$ cat src/rtl/video_timing_pkg.sv
// Shared types for the video stream timing block.
//   rgb_t         : 24-bit pixel {R,G,B}
//   stream_beat_t : one stream beat as stored in the pixel FIFO {user (SOF), data}
//   state_t       : frame-lock state (WAIT_SOF until the stream SOF meets the
//                   raster's first active pixel, then RUN)
`timescale 1ns/1ps
package video_timing_pkg;

  typedef logic [23:0] rgb_t;

  typedef struct packed {
    logic user;
    rgb_t data;
  } stream_beat_t;

  typedef enum logic {
    WAIT_SOF = 1'b0,
    RUN      = 1'b1
  } state_t;

endpackage

$ cat src/rtl/video_pixel_fifo.sv
// First-word-fall-through synchronous FIFO for stream beats.
// The head entry is visible on `head` whenever `empty` is low; `pop`
// consumes it. Pushes are ignored when full, pops are ignored when empty.
// Ports:
//   clock, reset_n      : pixel clock, asynchronous active-low reset
//   push, push_beat     : write request and beat to store
//   pop                 : consume the head entry
//   head                : current head entry (valid when !empty)
//   full, empty         : occupancy flags
`timescale 1ns/1ps
module video_pixel_fifo
  import video_timing_pkg::*;
#(
  parameter int DEPTH = 64
) (
  input  logic         clock,
  input  logic         reset_n,
  input  logic         push,
  input  stream_beat_t push_beat,
  input  logic         pop,
  output stream_beat_t head,
  output logic         full,
  output logic         empty
);

  localparam int AW = $clog2(DEPTH);

  logic [AW-1:0] wr_ptr_q, wr_ptr_d;
  logic [AW-1:0] rd_ptr_q, rd_ptr_d;
  logic [AW:0]   count_q, count_d;
  logic          do_push, do_pop;

  stream_beat_t mem_q [DEPTH];

  assign full  = (count_q == (AW+1)'(DEPTH));
  assign empty = (count_q == '0);
  assign head  = mem_q[rd_ptr_q];

  always_comb begin
    do_push  = push && !full;
    do_pop   = pop && !empty;
    // Pointers wrap naturally because DEPTH is a power of two.
    wr_ptr_d = do_push ? wr_ptr_q + AW'(1) : wr_ptr_q;
    rd_ptr_d = do_pop  ? rd_ptr_q + AW'(1) : rd_ptr_q;
    case ({do_push, do_pop})
      2'b10:   count_d = count_q + (AW+1)'(1);
      2'b01:   count_d = count_q - (AW+1)'(1);
      default: count_d = count_q;
    endcase
  end

  always_ff @(posedge clock or negedge reset_n) begin
    if (!reset_n) begin
      wr_ptr_q <= '0;
      rd_ptr_q <= '0;
      count_q  <= '0;
    end else begin
      wr_ptr_q <= wr_ptr_d;
      rd_ptr_q <= rd_ptr_d;
      count_q  <= count_d;
    end
  end

  // NOTE: storage is deliberately not reset; the pointers and count define
  // which entries are meaningful, so clearing the array would only cost logic.
  always_ff @(posedge clock) begin
    if (do_push) mem_q[wr_ptr_q] <= push_beat;
  end

endmodule

$ cat src/rtl/video_stream_timing.sv
// Converts a valid/ready RGB pixel stream (SOF on in_user) into raster
// timing for dvi_out. A free-running h/v counter pair generates the raster;
// a FWFT pixel FIFO absorbs source burstiness, and a frame-lock FSM aligns
// the stream SOF with the raster's first active pixel, falling back to
// WAIT_SOF on FIFO underflow or SOF misalignment.
// Ports:
//   clock, reset_n               : pixel clock, asynchronous active-low reset
//   in_data/in_user/in_valid     : stream input (in_user = start of frame)
//   in_ready                     : stream back-pressure (!full, low in reset)
//   video_de/hsync/vsync/data    : registered raster outputs, 1 clock after
//                                  the (h,v) position they describe
//   locked                       : frame lock achieved (state RUN)
//   underflow, sync_error        : sticky error flags, cleared by reset only
// Optional build macro VIDEO_STREAM_TIMING_STATS_EN adds:
//   underflow_count              : saturating count of underflow events
//   frame_count                  : wrapping count of frames started in RUN
`timescale 1ns/1ps
module video_stream_timing
  import video_timing_pkg::*;
#(
  parameter int   HSYNC       = 192,
  parameter int   HBACK       = 304,
  parameter int   HACTIVE     = 1600,
  parameter int   HFRONT      = 64,
  parameter int   VSYNC       = 3,
  parameter int   VBACK       = 46,
  parameter int   VACTIVE     = 1200,
  parameter int   VFRONT      = 1,
  parameter int   FIFO_DEPTH  = 64,
  parameter rgb_t BLANK_COLOR = 24'h000000
) (
  input  logic        clock,
  input  logic        reset_n,
  input  logic [23:0] in_data,
  input  logic        in_user,
  input  logic        in_valid,
  output logic        in_ready,
  output logic        video_de,
  output logic        video_hsync,
  output logic        video_vsync,
  output logic [23:0] video_data,
  output logic        locked,
  output logic        underflow,
  output logic        sync_error
`ifdef VIDEO_STREAM_TIMING_STATS_EN
  ,
  output logic [15:0] underflow_count,
  output logic [15:0] frame_count
`endif
);

  localparam int HTOTAL = HSYNC + HBACK + HACTIVE + HFRONT;
  localparam int VTOTAL = VSYNC + VBACK + VACTIVE + VFRONT;
  localparam int HW     = $clog2(HTOTAL);
  localparam int VW     = $clog2(VTOTAL);

  localparam logic [HW-1:0] H_LAST      = HW'(HTOTAL - 1);
  localparam logic [HW-1:0] H_SYNC_END  = HW'(HSYNC);
  localparam logic [HW-1:0] H_ACT_START = HW'(HSYNC + HBACK);
  localparam logic [HW-1:0] H_ACT_END   = HW'(HSYNC + HBACK + HACTIVE);
  localparam logic [VW-1:0] V_LAST      = VW'(VTOTAL - 1);
  localparam logic [VW-1:0] V_SYNC_END  = VW'(VSYNC);
  localparam logic [VW-1:0] V_ACT_START = VW'(VSYNC + VBACK);
  localparam logic [VW-1:0] V_ACT_END   = VW'(VSYNC + VBACK + VACTIVE);

  // Raster counters
  logic [HW-1:0] h_count_q, h_count_d;
  logic [VW-1:0] v_count_q, v_count_d;
  logic          hs, vs, de, first;

  // Frame-lock state and registered outputs
  state_t        state_q, state_d;
  logic          de_q, de_d;
  logic          hsync_q, hsync_d;
  logic          vsync_q, vsync_d;
  rgb_t          data_q, data_d;
  logic          underflow_q, underflow_d;
  logic          sync_error_q, sync_error_d;
  logic          ready_en_q;

  // FIFO interface
  stream_beat_t  fifo_head;
  logic          fifo_full, fifo_empty, fifo_pop;

  video_pixel_fifo #(
    .DEPTH (FIFO_DEPTH)
  ) u_fifo (
    .clock     (clock),
    .reset_n   (reset_n),
    .push      (in_valid && in_ready),
    .push_beat ({in_user, in_data}),
    .pop       (fifo_pop),
    .head      (fifo_head),
    .full      (fifo_full),
    .empty     (fifo_empty)
  );

  // ready_en_q keeps in_ready low while reset is asserted.
  assign in_ready    = ready_en_q && !fifo_full;
  assign video_de    = de_q;
  assign video_hsync = hsync_q;
  assign video_vsync = vsync_q;
  assign video_data  = data_q;
  assign locked      = (state_q == RUN);
  assign underflow   = underflow_q;
  assign sync_error  = sync_error_q;

  // Raster decode of the current (h,v) position.
  always_comb begin
    hs    = (h_count_q < H_SYNC_END);
    vs    = (v_count_q < V_SYNC_END);
    de    = (h_count_q >= H_ACT_START) && (h_count_q < H_ACT_END) &&
            (v_count_q >= V_ACT_START) && (v_count_q < V_ACT_END);
    first = de && (h_count_q == H_ACT_START) && (v_count_q == V_ACT_START);
  end

  always_comb begin
    // NOTE: every signal gets a default before the case so no path leaves it
    // unassigned; that is what keeps this block free of inferred latches.
    h_count_d    = (h_count_q == H_LAST) ? '0 : h_count_q + HW'(1);
    v_count_d    = v_count_q;
    if (h_count_q == H_LAST) begin
      v_count_d = (v_count_q == V_LAST) ? '0 : v_count_q + VW'(1);
    end
    state_d      = state_q;
    fifo_pop     = 1'b0;
    de_d         = de;
    hsync_d      = hs;
    vsync_d      = vs;
    data_d       = '0;
    underflow_d  = underflow_q;
    sync_error_d = sync_error_q;

    case (state_q)
      WAIT_SOF: begin
        if (de) data_d = BLANK_COLOR;
        if (!fifo_empty) begin
          if (!fifo_head.user) begin
            // Drain beats until a SOF reaches the head.
            fifo_pop = 1'b1;
          end else if (first) begin
            fifo_pop = 1'b1;
            data_d   = fifo_head.data;
            state_d  = RUN;
          end
        end
      end
      RUN: begin
        if (de) begin
          if (fifo_empty) begin
            data_d      = BLANK_COLOR;
            underflow_d = 1'b1;
            state_d     = WAIT_SOF;
          end else if (first != fifo_head.user) begin
            // Late SOF (first without user) or early SOF (user before first):
            // nothing is popped, so an early SOF stays at the head for relock.
            data_d       = BLANK_COLOR;
            sync_error_d = 1'b1;
            state_d      = WAIT_SOF;
          end else begin
            fifo_pop = 1'b1;
            data_d   = fifo_head.data;
          end
        end
      end
    endcase
  end

`ifdef VIDEO_STREAM_TIMING_STATS_EN
  logic [15:0] underflow_count_q, underflow_count_d;
  logic [15:0] frame_count_q, frame_count_d;
  logic        uf_event, frame_event;

  assign underflow_count = underflow_count_q;
  assign frame_count     = frame_count_q;

  always_comb begin
    uf_event          = (state_q == RUN) && de && fifo_empty;
    // A SOF at the head on `first` is taken in both states.
    frame_event       = first && !fifo_empty && fifo_head.user;
    underflow_count_d = underflow_count_q;
    if (uf_event && (underflow_count_q != 16'hFFFF)) begin
      underflow_count_d = underflow_count_q + 16'd1;
    end
    frame_count_d     = frame_event ? frame_count_q + 16'd1 : frame_count_q;
  end
`endif

  // NOTE: sequential state uses non-blocking assignments only, so every flop
  // samples the pre-edge values regardless of statement order.
  always_ff @(posedge clock or negedge reset_n) begin
    if (!reset_n) begin
      h_count_q         <= '0;
      v_count_q         <= '0;
      state_q           <= WAIT_SOF;
      de_q              <= 1'b0;
      hsync_q           <= 1'b0;
      vsync_q           <= 1'b0;
      data_q            <= '0;
      underflow_q       <= 1'b0;
      sync_error_q      <= 1'b0;
      ready_en_q        <= 1'b0;
`ifdef VIDEO_STREAM_TIMING_STATS_EN
      underflow_count_q <= '0;
      frame_count_q     <= '0;
`endif
    end else begin
      h_count_q         <= h_count_d;
      v_count_q         <= v_count_d;
      state_q           <= state_d;
      de_q              <= de_d;
      hsync_q           <= hsync_d;
      vsync_q           <= vsync_d;
      data_q            <= data_d;
      underflow_q       <= underflow_d;
      sync_error_q      <= sync_error_d;
      ready_en_q        <= 1'b1;
`ifdef VIDEO_STREAM_TIMING_STATS_EN
      underflow_count_q <= underflow_count_d;
      frame_count_q     <= frame_count_d;
`endif
    end
  end

endmodule
$ cat config.mk
export PLATFORM = sky130hd
export DESIGN_NAME = video_stream_timing
export DESIGN_NICKNAME = d
export VERILOG_FILES = /design/src/rtl/video_timing_pkg.sv /design/src/rtl/video_pixel_fifo.sv /design/src/rtl/video_stream_timing.sv
export SDC_FILE = /design/constraint.sdc
export NUM_CORES = 2
export LEC_CHECK = 0
export BUFFER_PORTS_ARGS = -buffer_cell sky130_fd_sc_hd__buf_2
export CORE_AREA = 2 2 350 352
export CTS_CLUSTER_SIZE = 40
export DETAILED_ROUTE_END_ITERATION = 8
export DIE_AREA = 0 0 352 354
export PLACE_DENSITY = 0.71
export REMOVE_ABC_BUFFERS = 1
export SETUP_SLACK_MARGIN = 0.5
export SYNTH_ARGS = -nofsm -noshare
export SYNTH_HDL_FRONTEND = slang
export SYNTH_SLANG_ARGS = --single-unit
$ cat constraint.sdc
create_clock -name clock -period 5.7 [get_ports clock]
set_input_delay 1.14 -clock clock [delete_from_list [all_inputs] [get_ports clock]]
set_output_delay 1.14 -clock clock [all_outputs]
set_load 0.1 [all_outputs]
==> qor.txt <==
status - finished clean
Highest Clock Rate - 0.202 GHz
Die H - 354 um
# IOs - 59
Leak - 0.0246 uW
Fin. Hold Viols - 0
layout cells sized above 1 - 0.183
Final setup viols - 0
WS Path Type - reg2reg
Worst EP required - 6370 ps
CP Launch Type - flip-flop
switching portion of total power - 0.327
max-capacitance violation count - 0
post-route cell area - 74200 um2
Vias per Instance - 6.36
final max-slew violation count - 0
Cell Int Power - 23500 uW
starting density of the core - 0.547
Netlist cell types - 66
max_slew headroom - 0.118
Worst Setup Slack post-DPL - 442 ps
Max Root-Sink Buffers - 3
nets - 3881
Inserted Clock Buffers - 165
antenna fix cells - 0
Async SR Flop Fraction - 0.0436
vias in the first global route - 34.6k
Clock Skew - 36.3 ps
fin crit share - 0.869
core area - 121000 um2
Cells after Synth - 3688
DRT Wirelength - 163 mm
clock share of power - 0.302
post-synthesis area per instance - 17.9 um2
DRC - 0
Worst Tran Pin Value - 1310 ps
register bit total from synthesis - 1673
gr ovfl total - 0
post-route worst setup slack - 749 ps
Cell Rows - 128
placer congestion estimate - 0.846
Psw - 11400 uW
DRT antenna net count - 0
VDD IR max - 0.000450 V
number of synthesized flops with an enable pin - 1600
CTS Sinks - 1673
crit-path max FO - 10
arrival time at the worst endpoint - 5620 ps
logic gate share of total power - 0.299
placed standard-cell area - 68900 um2
top layer in use - met5
first-pass GRT wire length - 235 mm
DRT met1 WL - 66.3 mm
WL/cell - 29.1 um
worst-skew pair later-pin latency - 800 ps
fin util - 0.613
Seq/Total Area, Yosys - 0.754
RSZ-0062 raised after global routing - false
Die X - 352 um
Yosys Warn Count - 0
via count - 35.6k
Hold Crit Class - in2async
Seq pwr share - 0.400
Area Overhead vs Synth - 12.2%
CTS clk-pin slew, worst paths - 60 ps
nature of the critical path endpoint - flip-flop
antenna violations before repair - 6
Synth Flop Type - edfxtp_1
First DRT Iteration DRCs - 5109
pwr/cell area - 471 nW/um2
met3 wire len - 15.1 mm
dpl hpwl - 87.1 mm
first drt pass iteration count - 7
TritonCTS clock tree - yes
minimum clock period - 4950 ps
hold_ws - 362 ps
htree depth - 4
Root Buffer - clkbuf_16
Post-Syn Area - 66100 um2
WL met2 - 76.6 mm
total die area - 125000 um2
post-route total power - 34900 uW
GRT Total Usage - 0.260
port buffer count - 58
pin count of the biggest net entering global routing - 122
worst r2r path cells - 19
## flip-flops by register name, indices dropped and copies added, names as in the netlist
name	count
video_hsync	1
sync_error	1
underflow	1
h_count_q	12
v_count_q	11
video_data	24
video_de	1
locked	1
video_vsync	1
u_fifo.rd_ptr_q	6
u_fifo.wr_ptr_q	6
u_fifo.count_q	7
ready_en_q	1
u_fifo.mem_q	1600
## worst paths after layout
kind	startpoint	to	slack, ps
min	reset_n	ready_en_q	360
max	u_fifo.rd_ptr_q[0]	u_fifo.count_q[6]	750
min reg2reg	underflow	underflow	480
max reg2reg	u_fifo.rd_ptr_q[0]	u_fifo.count_q[6]	750
min in group clock	underflow	underflow	480
max in group asynchronous	reset_n	video_data[22]	4230
## kinds of logic (layout without fill, tap and decap cells)
| kind of cell | Yosys count | count (layout) | synth area share |
|---|---|---|---|
| adder cells (fa/ha/maj) | 15 | 15 | 0.00295 |
| buffers and inverters | 225 | 514 | 0.0155 |
| multiplexers | 600 | 600 | 0.129 |
| flip-flops | 1673 | 1673 | 0.754 |
| AO/OA/AOI/OAI | 611 | 611 | 0.0584 |
| XOR/XNOR | 28 | 28 | 0.00371 |
| other | 1 | 1 | 0.0000567 |
| AND/OR/NAND/NOR | 535 | 535 | 0.0361 |
## layer usage
layer  vias up  GRT usage
li1      15121          -
met1     18305      0.376
met2      1911      0.401
met3       263     0.0471
met4         4     0.0944
met5         -          0
## final cells by class
type / count / area [um2]
clock buffers: 225 / 4450
clock inverters: 81 / 798
fillers: 8445 / 46700
inverters: 18 / 67.6
multi-input cells: 1790 / 15600
flip-flops and latches: 1673 / 49900
well taps: 1625 / 2030
repair buffers: 190 / 1360
## timing repair
| item | 4_1_cts | 5_1_grt |
|---|---|---|
| setup buffers | 0 | 5 |
| resized for setup | 1 | 3 |
| hold buffers | 0 | 0 |
| setup endpoints to repair | 1 | 1 |
## critical path, stage by stage, from the launching register on
cell and delay, ps:
dfrtp_4 570, mux4_2 360, nor2b_1 40, or4_1 540
nand4_1 140, a22o_2 240, ha_1 280, nor2_1 230
a31oi_4 190, inv_2 130, ha_1 290, inv_1 120
fa_1 410, nor2b_1 140, o21ai_0 120, a21oi_1 220
o21ai_0 120, nand3_1 90, or3b_2 450, xnor2_1 130
## power by group through the flow
stage               sequential (uW)  combinational (uW)  clock (uW)
global placement              14200               10100           0
global route                  14000               11000       11100
detailed placement            14200               10200           0
floorplan                     14700                6100           0
finish                        14000               10400       10500
CTS                           14000               10200       10700
## through the flow
| step | std cells | TNS, ps |
|---|---|---|
| after detailed placement | 5291 | 0 |
| after CTS | 5597 | 0 |
| after global routing | 5602 | 0 |
| final | 5602 | 0 |
| after global placement | 5291 | 0 |
| after floorplan | 3481 | -666600 |
## cell usage in the layout, fill, tap and decap left out, types with 12 or more instances in the layout
master,instances
edfxtp_1,1600
mux2i_1,378
a21oi_1,268
nand2_1,240
mux4_2,199
clkbuf_16,166
buf_4,125
o21ai_0,75
dfrtp_1,68
a31oi_1,62
nor2_1,61
nand3_1,57
buf_2,57
a22oi_1,52
clkbuf_1,52
nor2b_1,33
nor2_4,32
nor2_2,32
clkinv_1,31
o221ai_1,27
mux2_2,23
a21boi_0,23
nor4_1,21
a221o_1,20
clkinv_2,19
o311a_1,18
o211ai_1,16
xnor2_1,16
inv_1,15
ha_1,14
and3_1,13
xor2_1,12
## Yosys cell counts, drive strengths merged (27+ instances only)
master | n | share of area
edfxtp | 1600 | 0.73
mux2i | 378 | 0.057
a21oi | 268 | 0.020
nand2 | 240 | 0.014
mux4 | 199 | 0.068
buf | 125 | 0.0099
nor2 | 125 | 0.0071
clkbuf | 82 | 0.0047
o21ai | 75 | 0.0057
dfrtp | 73 | 0.028
a31oi | 63 | 0.0060
nand3 | 57 | 0.0043
a22oi | 52 | 0.0059
nor2b | 35 | 0.0033
o221ai | 27 | 0.0036
No activity file was read; power rests on OpenSTA's default activity.
